## src/rtl/lsu_pkg.sv

```systemverilog
// Shared types and constants for the byte-serial load/store unit.
package lsu_pkg;

  localparam int XLEN      = 64;
  localparam int BYTE_SIZE = 8;
  localparam int MAX_BYTES = XLEN / BYTE_SIZE;
  localparam int CNT_W     = $clog2(MAX_BYTES);

  typedef enum logic [1:0] {
    IDLE,
    ACCESS,
    DRAIN,
    RESP
  } lsu_state_t;

  typedef enum logic [1:0] {
    ERR_NONE     = 2'd0,
    ERR_MISALIGN = 2'd1,
    ERR_ILLEGAL  = 2'd2
  } lsu_err_t;

  localparam logic [1:0] SZ_B = 2'd0;
  localparam logic [1:0] SZ_H = 2'd1;
  localparam logic [1:0] SZ_W = 2'd2;
  localparam logic [1:0] SZ_D = 2'd3;

  // Beats per access for a funct3 size code (1, 2, 4 or 8).
  function automatic logic [CNT_W:0] size_to_bytes(input logic [1:0] size);
    return {{CNT_W{1'b0}}, 1'b1} << size;
  endfunction

endpackage

```

## src/rtl/lsu_byte_sequencer_if.sv

```systemverilog
// Request/response handshake plus byte-wide memory port of the load/store unit.
// Handshakes: a transfer happens on a rising clk edge where valid and ready are
// both high; the producer holds its payload stable while valid is high.
interface lsu_byte_sequencer_if;

  logic                         req_valid;
  logic                         req_ready;
  logic                         req_store;
  logic [2:0]                   req_funct3;
  logic [lsu_pkg::XLEN-1:0]     req_addr;
  logic [lsu_pkg::XLEN-1:0]     req_wdata;

  logic                         resp_valid;
  logic                         resp_ready;
  logic [lsu_pkg::XLEN-1:0]     resp_rdata;
  logic [1:0]                   resp_err;

  logic                         mem_en;
  logic                         mem_we;
  logic [lsu_pkg::XLEN-1:0]     mem_addr;
  logic [lsu_pkg::BYTE_SIZE-1:0] mem_wbyte;
  logic [lsu_pkg::BYTE_SIZE-1:0] mem_rbyte;

  // Execute stage and data memory side.
  modport master (
    output req_valid, req_store, req_funct3, req_addr, req_wdata,
    output resp_ready, mem_rbyte,
    input  req_ready, resp_valid, resp_rdata, resp_err,
    input  mem_en, mem_we, mem_addr, mem_wbyte
  );

  // Sequencer side.
  modport slave (
    input  req_valid, req_store, req_funct3, req_addr, req_wdata,
    input  resp_ready, mem_rbyte,
    output req_ready, resp_valid, resp_rdata, resp_err,
    output mem_en, mem_we, mem_addr, mem_wbyte
  );

endinterface

```

## src/rtl/lsu_load_extend.sv

```systemverilog
// Sign/zero extension of assembled load data; shared with the cache fill path.
module lsu_load_extend
  import lsu_pkg::*;
(
  input  logic [XLEN-1:0] data,
  input  logic [1:0]      size,
  input  logic            uns,
  output logic [XLEN-1:0] rdata
);

  always_comb begin
    rdata = data;
    case (size)
      SZ_B:    rdata = {{(XLEN-8){~uns & data[7]}},   data[7:0]};
      SZ_H:    rdata = {{(XLEN-16){~uns & data[15]}}, data[15:0]};
      SZ_W:    rdata = {{(XLEN-32){~uns & data[31]}}, data[31:0]};
      default: rdata = data;
    endcase
  end

endmodule

```

## src/rtl/lsu_byte_sequencer.sv

```systemverilog
// Load/store controller: checks a request, walks it over the byte port
// little-endian, assembles/extends load data and returns one response.
module lsu_byte_sequencer
  import lsu_pkg::*;
(
  input  logic                clk,
  input  logic                rst,
  lsu_byte_sequencer_if.slave bus,
  output lsu_state_t          fsm_state
);

  localparam logic [CNT_W:0] ONE = {{CNT_W{1'b0}}, 1'b1};

  lsu_state_t       state_q, state_d;
  logic             store_q, uns_q;
  logic [1:0]       size_q;
  logic [XLEN-1:0]  addr_q, wdata_q;
  logic [CNT_W-1:0] cnt_q, cap_idx_q;
  logic             rd_pend_q;
  logic [XLEN-1:0]  asm_q, asm_d, ext;
  logic [XLEN-1:0]  rdata_q;
  lsu_err_t         err_q;

  logic             accept, illegal, misalign, last;
  logic [CNT_W:0]   req_n, cur_n;

  always_comb begin
    accept   = bus.req_valid && (state_q == IDLE);
    req_n    = size_to_bytes(bus.req_funct3[1:0]);
    illegal  = bus.req_store ? bus.req_funct3[2] : (bus.req_funct3 == 3'b111);
    misalign = (bus.req_addr[CNT_W:0] & (req_n - ONE)) != '0;
    cur_n    = size_to_bytes(size_q);
    last     = ({1'b0, cnt_q} == (cur_n - ONE));
  end

  // Read byte lands one cycle after its beat; merge it into the lane it was issued for.
  always_comb begin
    asm_d = asm_q;
    for (int b = 0; b < MAX_BYTES; b++) begin
      if (rd_pend_q && (cap_idx_q == CNT_W'(b))) begin
        asm_d[b*BYTE_SIZE +: BYTE_SIZE] = bus.mem_rbyte;
      end
    end
  end

  lsu_load_extend u_extend (
    .data  (asm_d),
    .size  (size_q),
    .uns   (uns_q),
    .rdata (ext)
  );

  always_ff @(posedge clk or posedge rst) begin
    if (rst) state_q <= IDLE;
    else     state_q <= state_d;
  end

  always_comb begin
    state_d        = state_q;
    bus.req_ready  = 1'b0;
    bus.resp_valid = 1'b0;
    bus.mem_en     = 1'b0;
    bus.mem_we     = 1'b0;
    bus.mem_addr   = '0;
    bus.mem_wbyte  = '0;
    case (state_q)
      IDLE: begin
        bus.req_ready = 1'b1;
        if (accept) state_d = (illegal || misalign) ? RESP : ACCESS;
      end
      ACCESS: begin
        bus.mem_en   = 1'b1;
        bus.mem_we   = store_q;
        bus.mem_addr = addr_q + {{(XLEN-CNT_W){1'b0}}, cnt_q};
        for (int b = 0; b < MAX_BYTES; b++) begin
          if (cnt_q == CNT_W'(b)) bus.mem_wbyte = wdata_q[b*BYTE_SIZE +: BYTE_SIZE];
        end
        if (last) state_d = store_q ? RESP : DRAIN;
      end
      DRAIN: state_d = RESP;
      RESP: begin
        bus.resp_valid = 1'b1;
        if (bus.resp_ready) state_d = IDLE;
      end
      default: state_d = IDLE;
    endcase
  end

  always_ff @(posedge clk or posedge rst) begin
    if (rst) begin
      store_q   <= 1'b0;
      uns_q     <= 1'b0;
      size_q    <= SZ_B;
      addr_q    <= '0;
      wdata_q   <= '0;
      cnt_q     <= '0;
      cap_idx_q <= '0;
      rd_pend_q <= 1'b0;
      asm_q     <= '0;
      rdata_q   <= '0;
      err_q     <= ERR_NONE;
    end else begin
      rd_pend_q <= (state_q == ACCESS) && !store_q;
      cap_idx_q <= cnt_q;
      asm_q     <= asm_d;
      case (state_q)
        IDLE: begin
          if (accept) begin
            store_q <= bus.req_store;
            uns_q   <= bus.req_funct3[2];
            size_q  <= bus.req_funct3[1:0];
            addr_q  <= bus.req_addr;
            wdata_q <= bus.req_wdata;
            cnt_q   <= '0;
            asm_q   <= '0;
            rdata_q <= '0;
            err_q   <= illegal ? ERR_ILLEGAL : (misalign ? ERR_MISALIGN : ERR_NONE);
          end
        end
        ACCESS:  cnt_q <= cnt_q + CNT_W'(1);
        // The final byte is still in flight here, so extend the merged view.
        DRAIN:   rdata_q <= ext;
        default: ;
      endcase
    end
  end

  assign bus.resp_rdata = rdata_q;
  assign bus.resp_err   = err_q;
  assign fsm_state      = state_q;

endmodule

```

## src/flat_wrapper.sv

```systemverilog
// flat-port wrapper written by rule: the top's interface ports become plain ports
module lsu_byte_sequencer_flat import lsu_pkg::*;
  (clk, rst, fsm_state, bus_req_valid, bus_req_store, bus_req_funct3, bus_req_addr, bus_req_wdata, bus_resp_ready, bus_mem_rbyte, bus_req_ready, bus_resp_valid, bus_resp_rdata, bus_resp_err, bus_mem_en, bus_mem_we, bus_mem_addr, bus_mem_wbyte);
  lsu_byte_sequencer_if bus_i ();
  input  logic clk;
  input  logic rst;
  output lsu_state_t fsm_state;
  input wire logic [$bits(bus_i.req_valid)-1:0] bus_req_valid;
  input wire logic [$bits(bus_i.req_store)-1:0] bus_req_store;
  input wire logic [$bits(bus_i.req_funct3)-1:0] bus_req_funct3;
  input wire logic [$bits(bus_i.req_addr)-1:0] bus_req_addr;
  input wire logic [$bits(bus_i.req_wdata)-1:0] bus_req_wdata;
  input wire logic [$bits(bus_i.resp_ready)-1:0] bus_resp_ready;
  input wire logic [$bits(bus_i.mem_rbyte)-1:0] bus_mem_rbyte;
  output wire logic [$bits(bus_i.req_ready)-1:0] bus_req_ready;
  output wire logic [$bits(bus_i.resp_valid)-1:0] bus_resp_valid;
  output wire logic [$bits(bus_i.resp_rdata)-1:0] bus_resp_rdata;
  output wire logic [$bits(bus_i.resp_err)-1:0] bus_resp_err;
  output wire logic [$bits(bus_i.mem_en)-1:0] bus_mem_en;
  output wire logic [$bits(bus_i.mem_we)-1:0] bus_mem_we;
  output wire logic [$bits(bus_i.mem_addr)-1:0] bus_mem_addr;
  output wire logic [$bits(bus_i.mem_wbyte)-1:0] bus_mem_wbyte;
  assign bus_i.req_valid = bus_req_valid;
  assign bus_i.req_store = bus_req_store;
  assign bus_i.req_funct3 = bus_req_funct3;
  assign bus_i.req_addr = bus_req_addr;
  assign bus_i.req_wdata = bus_req_wdata;
  assign bus_i.resp_ready = bus_resp_ready;
  assign bus_i.mem_rbyte = bus_mem_rbyte;
  assign bus_req_ready = bus_i.req_ready;
  assign bus_resp_valid = bus_i.resp_valid;
  assign bus_resp_rdata = bus_i.resp_rdata;
  assign bus_resp_err = bus_i.resp_err;
  assign bus_mem_en = bus_i.mem_en;
  assign bus_mem_we = bus_i.mem_we;
  assign bus_mem_addr = bus_i.mem_addr;
  assign bus_mem_wbyte = bus_i.mem_wbyte;
  lsu_byte_sequencer u_core (.clk(clk), .rst(rst), .bus(bus_i), .fsm_state(fsm_state));
endmodule
```

## config.mk

```make
export PLATFORM = sky130hd
export DESIGN_NAME = lsu_byte_sequencer_flat
export DESIGN_NICKNAME = d
export VERILOG_FILES = /design/src/rtl/lsu_pkg.sv /design/src/rtl/lsu_byte_sequencer_if.sv /design/src/rtl/lsu_load_extend.sv /design/src/rtl/lsu_byte_sequencer.sv /design/src/flat_wrapper.sv
export SDC_FILE = /design/constraint.sdc
export NUM_CORES = 1
export LEC_CHECK = 0
export CORE_ASPECT_RATIO = 0.7
export CORE_MARGIN = 1
export CORE_UTILIZATION = 35
export CTS_CLUSTER_DIAMETER = 40
export CTS_CLUSTER_SIZE = 12
export DETAILED_ROUTE_END_ITERATION = 8
export PLACE_DENSITY_LB_ADDON = 0.3
export SYNTH_ARGS = -nofsm -noshare
export SYNTH_HDL_FRONTEND = slang
export SYNTH_SLANG_ARGS = --single-unit
```

## constraint.sdc

```tcl
create_clock -name clk -period 12.4 [get_ports clk]
set_input_delay 2.48 -clock clk [delete_from_list [all_inputs] [get_ports clk]]
set_output_delay 2.48 -clock clk [all_outputs]
set_load 0.005 [all_outputs]
```

Word-level counts from Yosys, hierarchy flattened

Index checks and enable logic that the tools add are counted.

Register bits: 271
Output and inout port bits: 144
Logic and storage cells: 108

Reduce and logical (&&, ||, !) cells: 23
Bitwise logic cells: 5
Muxes and demuxes: 38
Shift operators: 2
Equal/unequal tests: 24
Add/sub/neg operators: 4

Operators with widths:

| kind                                                                  | number |
|---|---|
| 64-bit two-way mux                                                    | 4 |
| 64-bit case mux with 3 select lines                                   | 1 |
| 8-bit two-way mux                                                     | 17 |
| 64-bit case mux with 2 select lines                                   | 1 |
| 64-bit by 3-bit adder with 64-bit output                              | 1 |
| 3-bit equality test, second input constant                            | 9 |
| 3-bit by 2-bit equality test with 1-bit output, second input constant | 4 |
| 1-bit logical AND                                                     | 10 |
| 2-bit two-way mux                                                     | 5 |
| 2-bit case mux with 4 select lines                                    | 1 |
| 1-bit by 2-bit << shifter with 4-bit output, first input constant     | 2 |
| 4-bit by 1-bit subtractor with 4-bit output, second input constant    | 2 |
| 1-bit two-way mux                                                     | 7 |
| 2-bit equality test, second input constant                            | 3 |
| 3-bit by 1-bit equality test with 1-bit output, second input constant | 2 |
| 3-bit logical NOT                                                     | 2 |
| 3-bit case mux with 2 select lines                                    | 1 |
| 2-bit AND reduction                                                   | 3 |
| 4-bit AND                                                             | 1 |
| 2-bit by 1-bit equality test with 1-bit output, second input constant | 2 |
| 3-bit by 4-bit equality test with 1-bit output                        | 1 |
| 2-bit logical NOT                                                     | 2 |
| 2-bit by 1-bit != test with 1-bit output, second input constant       | 2 |
| 2-bit nonzero test                                                    | 2 |
| other kinds (9)                                                       | 11 |

Depth between registers and ports, before layout

Gate-level depths: netlist (run 1).

Depth in word-level cells: 10
Gate-level depth with buffers: 10
Mapped depth without buffers: 8

Hierarchy

Synthesis (run 1) repeated with hierarchy kept, for this count alone.

Cells, all modules: 1,547
Area total of the unflattened synthesis: 13,878.3 sq um

By module, submodules not included:

| module             | area an instance (sq um) | cells each | times used |
|---|---|---|---|
| lsu_byte_sequencer | 13,025.0                 | 1,397      | 1 |
| lsu_load_extend    | 853.3                    | 150        | 1 |

Worst setup path after synthesis (run 1)

OpenSTA, ideal clock, no wires.

Path kind: reg-to-output
Start: register u_core.cnt_q[0]
End: output port bus_mem_addr[48]
Path buffers: 1
Arrival: 2.483 ns
Cell stages (with the launch flop): 10
Slack: 7.437 ns
Cell sequence: dfrtp_1 -> ha_1 -> inv_1 -> fa_1 -> nand2b_1 -> a2111oi_4 -> nand4_1 -> buf_2 -> or3_1 -> a21oi_1

Cells in the longest elaborated chain, start to end: 2

RTL lines:

| item                                     | line                      | text |
|---|---|---|
| start: declaration                       | lsu_byte_sequencer.sv:18  | `logic [CNT_W-1:0] cnt_q, cap_idx_q;` |
| start signal: assignment                 | lsu_byte_sequencer.sv:120 | `ACCESS: cnt_q <= cnt_q + CNT_W'(1);` |
| 64-bit by 3-bit adder with 64-bit output | lsu_byte_sequencer.sv:74  | `bus.mem_addr = addr_q + {{(XLEN-CNT_W){1'b0}}, cnt_q};` |
| 64-bit two-way mux                       | lsu_byte_sequencer.sv:66  | `case (state_q)` |
| end: declaration                         | flat_wrapper.sv:21        | `output wire logic [$bits(bus_i.mem_addr)-1:0] bus_mem_addr;` |

Every way passes these cells.

Final worst setup path (run 1)

Start: register u_core.cnt_q[0]
End: output port bus_mem_addr[54]

The elaborated chain is that of the path after synthesis.

==> results of run 1 <==
layer usage:
layer,global-route usage [%],wire length [um]
met1,30.4,19800
met2,32.3,18400
met3,5.35,2910
met4,6.34,893
met5,0,11
stage by stage:
step | hold WS (ps) | cell area (um^2)
6_report | 463 | 17800
5_1_grt | 481 | 17800
4_1_cts | 466 | 17800
3_5_place_dp | 448 | 16500
3_3_place_gp | 446 | 16500
2_1_floorplan | 410 | 13300
kinds of logic (layout without fill, tap and decap cells):
logic type | Yosys count | in the layout | synth area share, %
DFF | 271 | 271 | 51.0
buffers and inverters | 121 | 395 | 3.96
AOI/OAI and AO/OA | 233 | 233 | 11.9
xor gates and xnor gates | 24 | 24 | 1.58
adders and majority gates | 14 | 14 | 1.37
muxes | 65 | 65 | 4.90
other | 0 | 3 | 0
and+or+nand+nor | 739 | 739 | 25.2
power by group:
group          leakage, nW  switching [mW]  internal (mW)
sequential            3.53           0.303           1.26
clock                0.660           0.450          0.707
combinational         3.92           0.837          0.728
total                 8.11            1.59           2.69
layout make-up:
type / count / area [um^2]
multi-input combinational: 1075 / 6020
inverter: 25 / 101
clock buffer: 45 / 1050
antenna: 3 / 7.51
fill: 3508 / 19400
clock inverter: 27 / 312
timing repair buffer: 298 / 2960
tap: 488 / 611
sequential: 271 / 6780
sequential cells by signal, summed over array words and instances (netlist names):
register               cells
u_core.addr_q             64
u_core.asm_q              64
u_core.bus.resp_rdata     64
u_core.wdata_q            64
u_core.cap_idx_q           3
u_core.cnt_q               3
u_core.bus.resp_err        2
u_core.fsm_state           2
u_core.size_q              2
u_core.rd_pend_q           1
u_core.store_q             1
u_core.uns_q               1
cells in the final DEF, fill, tap and decap left out, types with 27 or more instances in the layout:
cell type          n
nand2_1          462
clkdlybuf4s50_1  287
dfrtp_1          271
nor2_1           103
o21ai_0           68
mux2i_1           64
a21oi_1           44
a22o_1            41
clkbuf_16         40
or3_1             28
nand4_1           27
path summary, 6_finish.rpt:
check / cells past startpoint / start / to
max: 9 / u_core.cnt_q[0]$_DFFE_PP0P_ / bus_mem_addr[54]
min: 1 / u_core.store_q$_DFFE_PP0P_ / u_core.rd_pend_q$_DFF_PP0_
max reg2reg: 6 / u_core.cap_idx_q[1]$_DFF_PP0_ / u_core.bus.resp_rdata[58]$_DFFE_PP0P_
min reg2reg: 1 / u_core.store_q$_DFFE_PP0P_ / u_core.rd_pend_q$_DFF_PP0_
max in group asynchronous: 4 / rst / u_core.addr_q[13]$_DFFE_PP0P_
min in group asynchronous: 2 / rst / u_core.wdata_q[4]$_DFFE_PP0P_
critical path, stage by stage (launching register included):
cell             delay (ps)
dfrtp_1                 500
ha_1                    240
inv_1                    60
fa_1                    390
nand2b_1                240
a2111oi_4               500
nand4_1                 470
or4_1                   640
a21oi_1                 150
clkdlybuf4s50_1         520
==> results.md, run 1 <==
* Relative slew slack at around a third
* Die area at 38800 um^2
* Post-Route Skew at 23.4 ps
* Worst VDD drop at 0.0987 mV
* Placed cell count at 2157
* Postcts setup bufs at 0
* Core area at approximately 37000 um^2
* Number of flops mapped to enable cells by yosys at 0
* Hold Buf Count CTS at 0
* Area share of the largest cell type after synthesis at 51.0%
* Final setup viols at 0
* Total I/O pin count at about 290
* Worst reg2reg setup slack at 9190 ps
* Clock Pin Slew Worst Setup and Hold Paths at around 50 ps
* Via/cell ratio at around 5.2
* Initial Util at 35.7%
* Total CTS buffers at 40
* Root buffer cell: clkbuf_16
* Mean cell area of the mapped netlist at 9.06 um^2
* Share of cells above drive strength 1 at 6.15%
* Routed WL at 42.0 mm
* Sinks on Clock Net at ~270
* IO Port Bufs at between 200 and 300
* Cell Rows at roughly 60
* Die Wd at 235 um
* Ys Warns at 0
* Count leader, synth: nand2_1
* Commonest cells in the synthesized netlist: 463 x nand2_1, 271 x dfrtp_1, 103 x nor2_1
* Pwr Density at around 240 nW/um^2
* Via count at 11500
* Max Slew Vio Count at 0
* Synth Instances at around 1500
* TritonCTS clock tree: done
* Final WS setup at roughly 5700 ps
* DRC at 0
* Grt ovf at 0
* GPL Wtd Cong at 0.878
* Lkg Pwr at 8.11 nW
* Synth async-reset ratio at between 90% and 100%
* Fin util at between 40% and 50%
* Remaining antenna violation count at 0
* Die outline height at 165 um
* Status: finished, final reports clean
* GRT Util Overall at a little over a fifth
* Period utilization at 54.2%
* Post-synth top flop: dfrtp_1
* Critical Path RT at between 9000 and 10000 ps
* Dpl ws at 6240 ps
* Longest Clk Path Bufs at 3
* Setup CP Type: reg2out
* Nets at 1869
* Syn nets at 1625
* Seq cells post-synth at 271
* Worst-Margin Slew at 1020 ps
* P&R area growth vs syn at 34.1%
* H-tree depth at 2
* Final setup TNS at 0 ps
* Crit. End Element: primary output
* Worst-path maximum fanout at 11
* Fin crit period at roughly 6700 ps
* Initial antenna violation count at 5
* Hold Crit Class: reg2reg
* HPWL Detailed at around 29 mm
* Number of max-cap violations at 0
* Post-CTS sizing at 0
* RSZ-0062 raised after global routing: false
* Setup crit start kind: flop
* Cell Count, Final, Fillers Out at 2232
* Area leader, netlist: dfrtp_1
* Post-Syn Area at roughly 13000 um^2
* Clock latency on the worst-skew pair at 540 ps
* Area contributors post-synth: dfrtp_1 51%, nand2_1 13%, mux2i_1 4.8%, nor2_1 2.9%, a22o_1 2.7%
* Initial DRC count at 973
* Vias in the first global route at 11400
* Drt wl/cell at between 15 and 20 um
* Critical Path AT at between 4000 and 5000 ps
* Max Clk Rate at 0.149 GHz
* Largest net degree at the start of global routing at approximately 140
* Overall Power at 4.28 mW
* Netlist cell types at 69
* First-pass GRT wire length at 65.1 mm
* Final count of hold timing violations at 0
* Iteration count of the initial detailed-routing pass at 5
* Sequential cell area fraction in the yosys report at 51.0%
Power figures use the tool's default switching activity.
==> run 2: changes to the inputs <==
- clock period: 12.4 -> 5.5 ns (I/O delays scaled with it)
==> results.md, run 2 (synthesis results as in run 1) <==
* Status: finished, final reports clean
* Iteration count of the initial detailed-routing pass at 6 (+1)
* WHS Path Cells at 1 (unchanged)
* Lkg Pwr at 8.14 nW (+0.36%)
* H-tree depth at 2 (unchanged)
* Worst-path maximum fanout at 11 (unchanged)
* Remaining antenna violation count at 0 (unchanged)
* IO Port Bufs at 287 (unchanged)
* Nets at 1873 (+0.21%)
* HPWL Detailed at 28.8 mm (-0.14%)
* Critical Path RT at 4400 ps (-5520 ps)
* Final setup TNS at 0 ps (unchanged)
* Post-Route Skew at 28.9 ps (+5.52 ps)
* Final setup viols at 0 (unchanged)
* # fillers at 3483 (-0.71%)
* Root buffer cell: clkbuf_16
* Commonest non-fill, non-tap cells in the layout: 462 x nand2_1, 287 x clkdlybuf4s50_1, 271 x dfrtp_1
* Die outline height at 165 um (unchanged)
* Routed WL at 42.2 mm (+0.38%)
* Cell Rows at 59 (unchanged)
* Final count of hold timing violations at 0 (unchanged)
* Critical Path AT at 4060 ps (-180 ps)
* Via count at 11700 (+1.5%)
* Slowest CP cell: a2111oi_4
* Die area at 38800 um^2 (unchanged)
* Longest Clk Path Bufs at 3 (unchanged)
* Largest stage delay, worst path at 520 ps (-120 ps)
* Hold Crit Class: reg2reg
* Placed cell count at 2160 (+0.14%)
* RSZ-0062 raised after global routing: false
* Sinks on Clock Net at 271 (unchanged)
* DRC at 0 (unchanged)
* Fin crit period at 5160 ps
* Vias in the first global route at 11400 (+0.34%)
* GPL Wtd Cong at 0.878 (about the same)
* Share of cells above drive strength 1 at 6.36% (+0.21 points)
* Grt ovf at 0 (unchanged)
* First-pass GRT wire length at 65.4 mm (+0.42%)
* Pwr Density at 542 nW/um^2 (+130%)
* Total CTS buffers at 41 (+2.5%)
* Worst VDD drop at 0.220 mV (+120%)
* Crit. End Element: primary output
* Cell Count, Final, Fillers Out at 2237 (+0.22%)
* Fin util at 48.0% (+0.13 points)
* Setup CP Type: reg2out
* Post-CTS sizing at 0 (unchanged)
* Initial DRC count at 1003 (+3.1%)
* GRT Util Overall at 21.6% (+0.17 points)
* P&R area growth vs syn at 34.5%
* Core area at 37300 um^2 (unchanged)
* Initial antenna violation count at 3 (-2)
* Number of max-cap violations at 0 (unchanged)
* Commonest non-fill, non-tap cell in the layout: nand2_1
* Clock Pin Slew Worst Setup and Hold Paths at 60 ps (about the same)
* Max Clk Rate at a little under 0.2 GHz
* Die Wd at 235 um (unchanged)
* Initial Util at 35.7% (unchanged)
* Drt wl/cell at 18.8 um (+0.16%)
* Relative slew slack at 27.5% (-4.4 points)
* Clock latency on the worst-skew pair at 540 ps (about the same)
* Hold Buf Count CTS at 0 (unchanged)
* Postcts setup bufs at 0 (unchanged)
* Via/cell ratio at 5.22 (+1.3%)
* Largest net degree at the start of global routing at 142 (unchanged)
* Period utilization at 93.9%
* Max Slew Vio Count at 0 (unchanged)
* Total I/O pin count at 288 (unchanged)
* TritonCTS clock tree: done
* Crit path cell chain: ha_1, inv_1, fa_1, nand2b_1, a2111oi_4, nand4_1, buf_4, or4_1, a21oi_1, clkdlybuf4s50_1
* Worst-Margin Slew at 1090 ps (+65.8 ps)
* R2r worst-path depth at 6 (unchanged)
* Setup crit start kind: flop
## run 2: cell types whose count changed in the layout (fill, tap and decap cells not counted), sizes merged
cell    change
buf         +3
clkinv      +2
inv         -1
clkbuf      +1
## run 2: area by class of cell
class | count | area (um^2) | area share, %
multi-input cells | 1075 | 6020 | 33.6
diodes | 3 | 7.51 | 0.0420
clock inverters | 28 | 303 | 1.69
well taps | 488 | 611 | 3.41
flip-flops and latches | 271 | 6780 | 37.9
clock buffers | 46 | 1060 | 5.95
repair buffers | 301 | 3000 | 16.8
inverters | 25 | 97.6 | 0.546
## run 2: critical path: cells and delay by family (launching register included)
| kind | cells | cell delay [ps] |
|---|---|---|
| DFF | 1 | 500 |
| AOI/OAI and AO/OA | 2 | 680 |
| adders and majority gates | 2 | 630 |
| and+or+nand+nor | 3 | 940 |
| buffers and inverters | 3 | 790 |
## run 2: metal layers
layer  global-route usage [%]  routed length [um]  vias to the layer above
met5                        0                   0                        -
met4                     7.15                 865                        0
met3                     5.52                3390                       56
met2                     32.2               18500                      465
met1                     30.5               19400                     5664
li1                         -                   -                     5493
## run 2: per-stage QoR
step	area, um^2	setup slack [ps]	hold slack [ps]	power [mW]
2_1_floorplan	13300	819	410	5.46
3_3_place_gp	16500	948	444	6.98
3_5_place_dp	16500	895	442	7.07
4_1_cts	17900	298	461	9.77
5_1_grt	17900	152	477	10.3
6_report	17900	336	458	9.68
## run 2: report_power, final
part	total, mW	switching, mW	internal [mW]	leakage, nW
combinational	3.56	1.92	1.65	3.94
sequential	3.49	0.656	2.84	3.53
clock	2.63	1.02	1.61	0.671
## run 2: worst paths after layout
check                                         startpoint                                    end  slack (ps)
setup / recovery             u_core.cnt_q[0]$_DFFE_PP0P_                       bus_mem_addr[54]         340
hold / removal                u_core.store_q$_DFFE_PP0P_             u_core.rd_pend_q$_DFF_PP0_         460
setup reg to reg           u_core.cap_idx_q[1]$_DFF_PP0_  u_core.bus.resp_rdata[56]$_DFFE_PP0P_        2290
hold reg to reg               u_core.store_q$_DFFE_PP0P_             u_core.rd_pend_q$_DFF_PP0_         460
max in group asynchronous                            rst          u_core.addr_q[10]$_DFFE_PP0P_        3250
min in group asynchronous                            rst   u_core.bus.resp_rdata[6]$_DFFE_PP0P_        1030
==> run 3: changes to the inputs <==
- PLACE_DENSITY_LB_ADDON: 0.3 -> default
==> results.md, run 3 (synthesis results as in run 1) <==
* Final setup viols at 0 (unchanged)
* Max Clk Rate at 0.197 GHz (+1.6%)
* Initial antenna violation count at 4 (+1)
* H-tree depth at 2 (unchanged)
* Die area at 38800 um^2 (unchanged)
* Initial Util at 35.7% (unchanged)
* Longest Clk Path Bufs at 3 (unchanged)
* Status: finished, final reports clean
* Initial DRC count at 957 (-4.6%)
* Final WS setup at 416 ps (+80.4 ps)
* Cell Rows at 59 (unchanged)
* R2r worst-path depth at 6 (unchanged)
* Total CTS buffers at 39 (-4.9%)
* Crit path from: u_core.cnt_q[0]$_DFFE_PP0P_
* Total I/O pin count at 288 (unchanged)
* Worst setup path end: bus_mem_addr[54]
* IO Port Bufs at 287 (unchanged)
* End of the worst register-to-register path: u_core.bus.resp_rdata[48]$_DFFE_PP0P_
* Lkg Pwr at 8.17 nW (+0.36%)
* Pwr Density at 541 nW/um^2 (about the same)
* Worst VDD drop at 0.213 mV (-3.5%)
* Clock latency on the worst-skew pair at 530 ps (about the same)
* Cell Count, Final, Fillers Out at 2239 (+0.089%)
* Clock Pin Slew Worst Setup and Hold Paths at 60 ps (about the same)
* Root buffer cell: clkbuf_16
* Nets at 1877 (+0.21%)
* Final setup TNS at 0 ps (unchanged)
* Setup CP Type: reg2out
* Post-CTS sizing at 0 (unchanged)
* Routed WL at 41.8 mm (-0.77%)
* First-pass GRT wire length at 65.2 mm (-0.31%)
* Critical Path AT at 3980 ps (-80 ps)
* Via/cell ratio at 5.18 (-0.77%)
* Die Wd at 235 um (unchanged)
* Placed cell count at 2162 (+0.093%)
* Sinks on Clock Net at 271 (unchanged)
* Share of cells above drive strength 1 at 6.41% (+0.054 points)
* Post-Route Skew at 13.5 ps (-15.4 ps)
* Commonest non-fill, non-tap cells in the layout: 462 x nand2_1, 287 x clkdlybuf4s50_1, 271 x dfrtp_1
* Fin crit period at 5080 ps (-80.4 ps)
* Iteration count of the initial detailed-routing pass at 5 (-1)
* Grt ovf at 0 (unchanged)
* P&R area growth vs syn at 35.1%
* Period utilization at 92.4% (-1.5 points)
* Number of max-cap violations at 0 (unchanged)
* Hold path start: u_core.store_q$_DFFE_PP0P_
* Relative slew slack at 28.9% (+1.4 points)
* Drt wl/cell at 18.7 um (-0.86%)
* Fin util at 48.2% (+0.21 points)
* Largest net degree at the start of global routing at 118 (-17%)
* FF-to-FF Start: u_core.cap_idx_q[1]$_DFF_PP0_
* Via count at 11600 (-0.69%)
* Worst reg2reg setup slack at 2340 ps (+50 ps)
* Core area at 37300 um^2 (unchanged)
* Worst-Margin Slew at 1070 ps (-20.9 ps)
* Hold Crit Class: reg2reg
* Crit. End Element: primary output
* Dpl ws at 694 ps (-201 ps)
* Critical Path RT at 4400 ps (about the same)
* GPL Wtd Cong at 0.858 (-2.2%)
* Vias in the first global route at 11200 (-1.7%)
* RSZ-0062 raised after global routing: false
* Setup crit start kind: flop
* Max Slew Vio Count at 0 (unchanged)
* GRT Util Overall at 21.5% (-0.14 points)
* TritonCTS clock tree: done
* Remaining antenna violation count at 0 (unchanged)
* Final count of hold timing violations at 0 (unchanged)
* HPWL Detailed at 28.5 mm (-0.97%)
* DRC at 0 (unchanged)
* Commonest non-fill, non-tap cell in the layout: nand2_1
* Die outline height at 165 um (unchanged)
* # fillers at 3470 (-0.37%)
* Worst-path maximum fanout at 9 (-2)
## run 3: cell types whose count changed in the layout (fill, tap and decap cells not counted), moves of 2 or more
| cell | delta |
|---|---|
| buf_4 | +5 |
| inv_6 | -5 |
| clkinv_2 | -4 |
| bufinv_16 | +2 |
## run 3: cell type report
type / count / area (um^2) / area share [%]
timing repair buffer: 307 / 3060 / 17.0
antenna: 4 / 10.0 / 0.0557
sequential: 271 / 6780 / 37.8
inverter: 25 / 97.6 / 0.543
multi-input combinational: 1075 / 6020 / 33.5
tap: 488 / 611 / 3.40
clock inverter: 22 / 309 / 1.72
clock buffer: 47 / 1080 / 6.00
## run 3: per-stage QoR
step	power, mW	cell area, um^2	hold WS (ps)
after detailed placement	7.07	16500	427
final	9.72	18000	438
after CTS	9.81	17900	434
after global routing	10.4	18000	446
after global placement	7.01	16500	428
after floorplan	5.46	13300	410
## run 3: how the worst min path moves through the flow
stage                                             to  slack (ps)  cells past startpoint
after floorplan           u_core.rd_pend_q$_DFF_PP0_         410                      1
after global placement    u_core.rd_pend_q$_DFF_PP0_         430                      1
after detailed placement  u_core.rd_pend_q$_DFF_PP0_         430                      1
after CTS                 u_core.rd_pend_q$_DFF_PP0_         430                      1
after global routing      u_core.rd_pend_q$_DFF_PP0_         450                      1
final                     u_core.rd_pend_q$_DFF_PP0_         440                      1
## run 3: per-layer routing
metal	wire [um]	up-vias	global-route usage, %
met5	0	-	0
met4	856	0	6.07
met3	2730	62	4.95
met2	18200	354	32.3
met1	20000	5671	30.8
li1	-	5511	-
## run 3: where the power goes
group / internal [mW] / leakage (nW) / switching (mW)
combinational: 1.66 / 3.97 / 1.91
sequential: 2.84 / 3.53 / 0.653
clock: 1.70 / 0.670 / 0.974
total: 6.19 / 8.17 / 3.53
## run 3: critical path, stage by stage, from the launching register on
cell and delay (ps):
dfrtp_1 500, ha_1 240, inv_1 60, fa_1 410, nand2b_1 250, a2111oi_4 480, nand4_1 150, buf_4 190
or4_1 490, a21oi_1 150, clkdlybuf4s50_1 520
## run 3: timing repair
| action | CTS | global route |
|---|---|---|
| endpoints found under the setup margin | 0 | 1 |
| setup buffers | 0 | 4 |
| hold buffers | 0 | 0 |
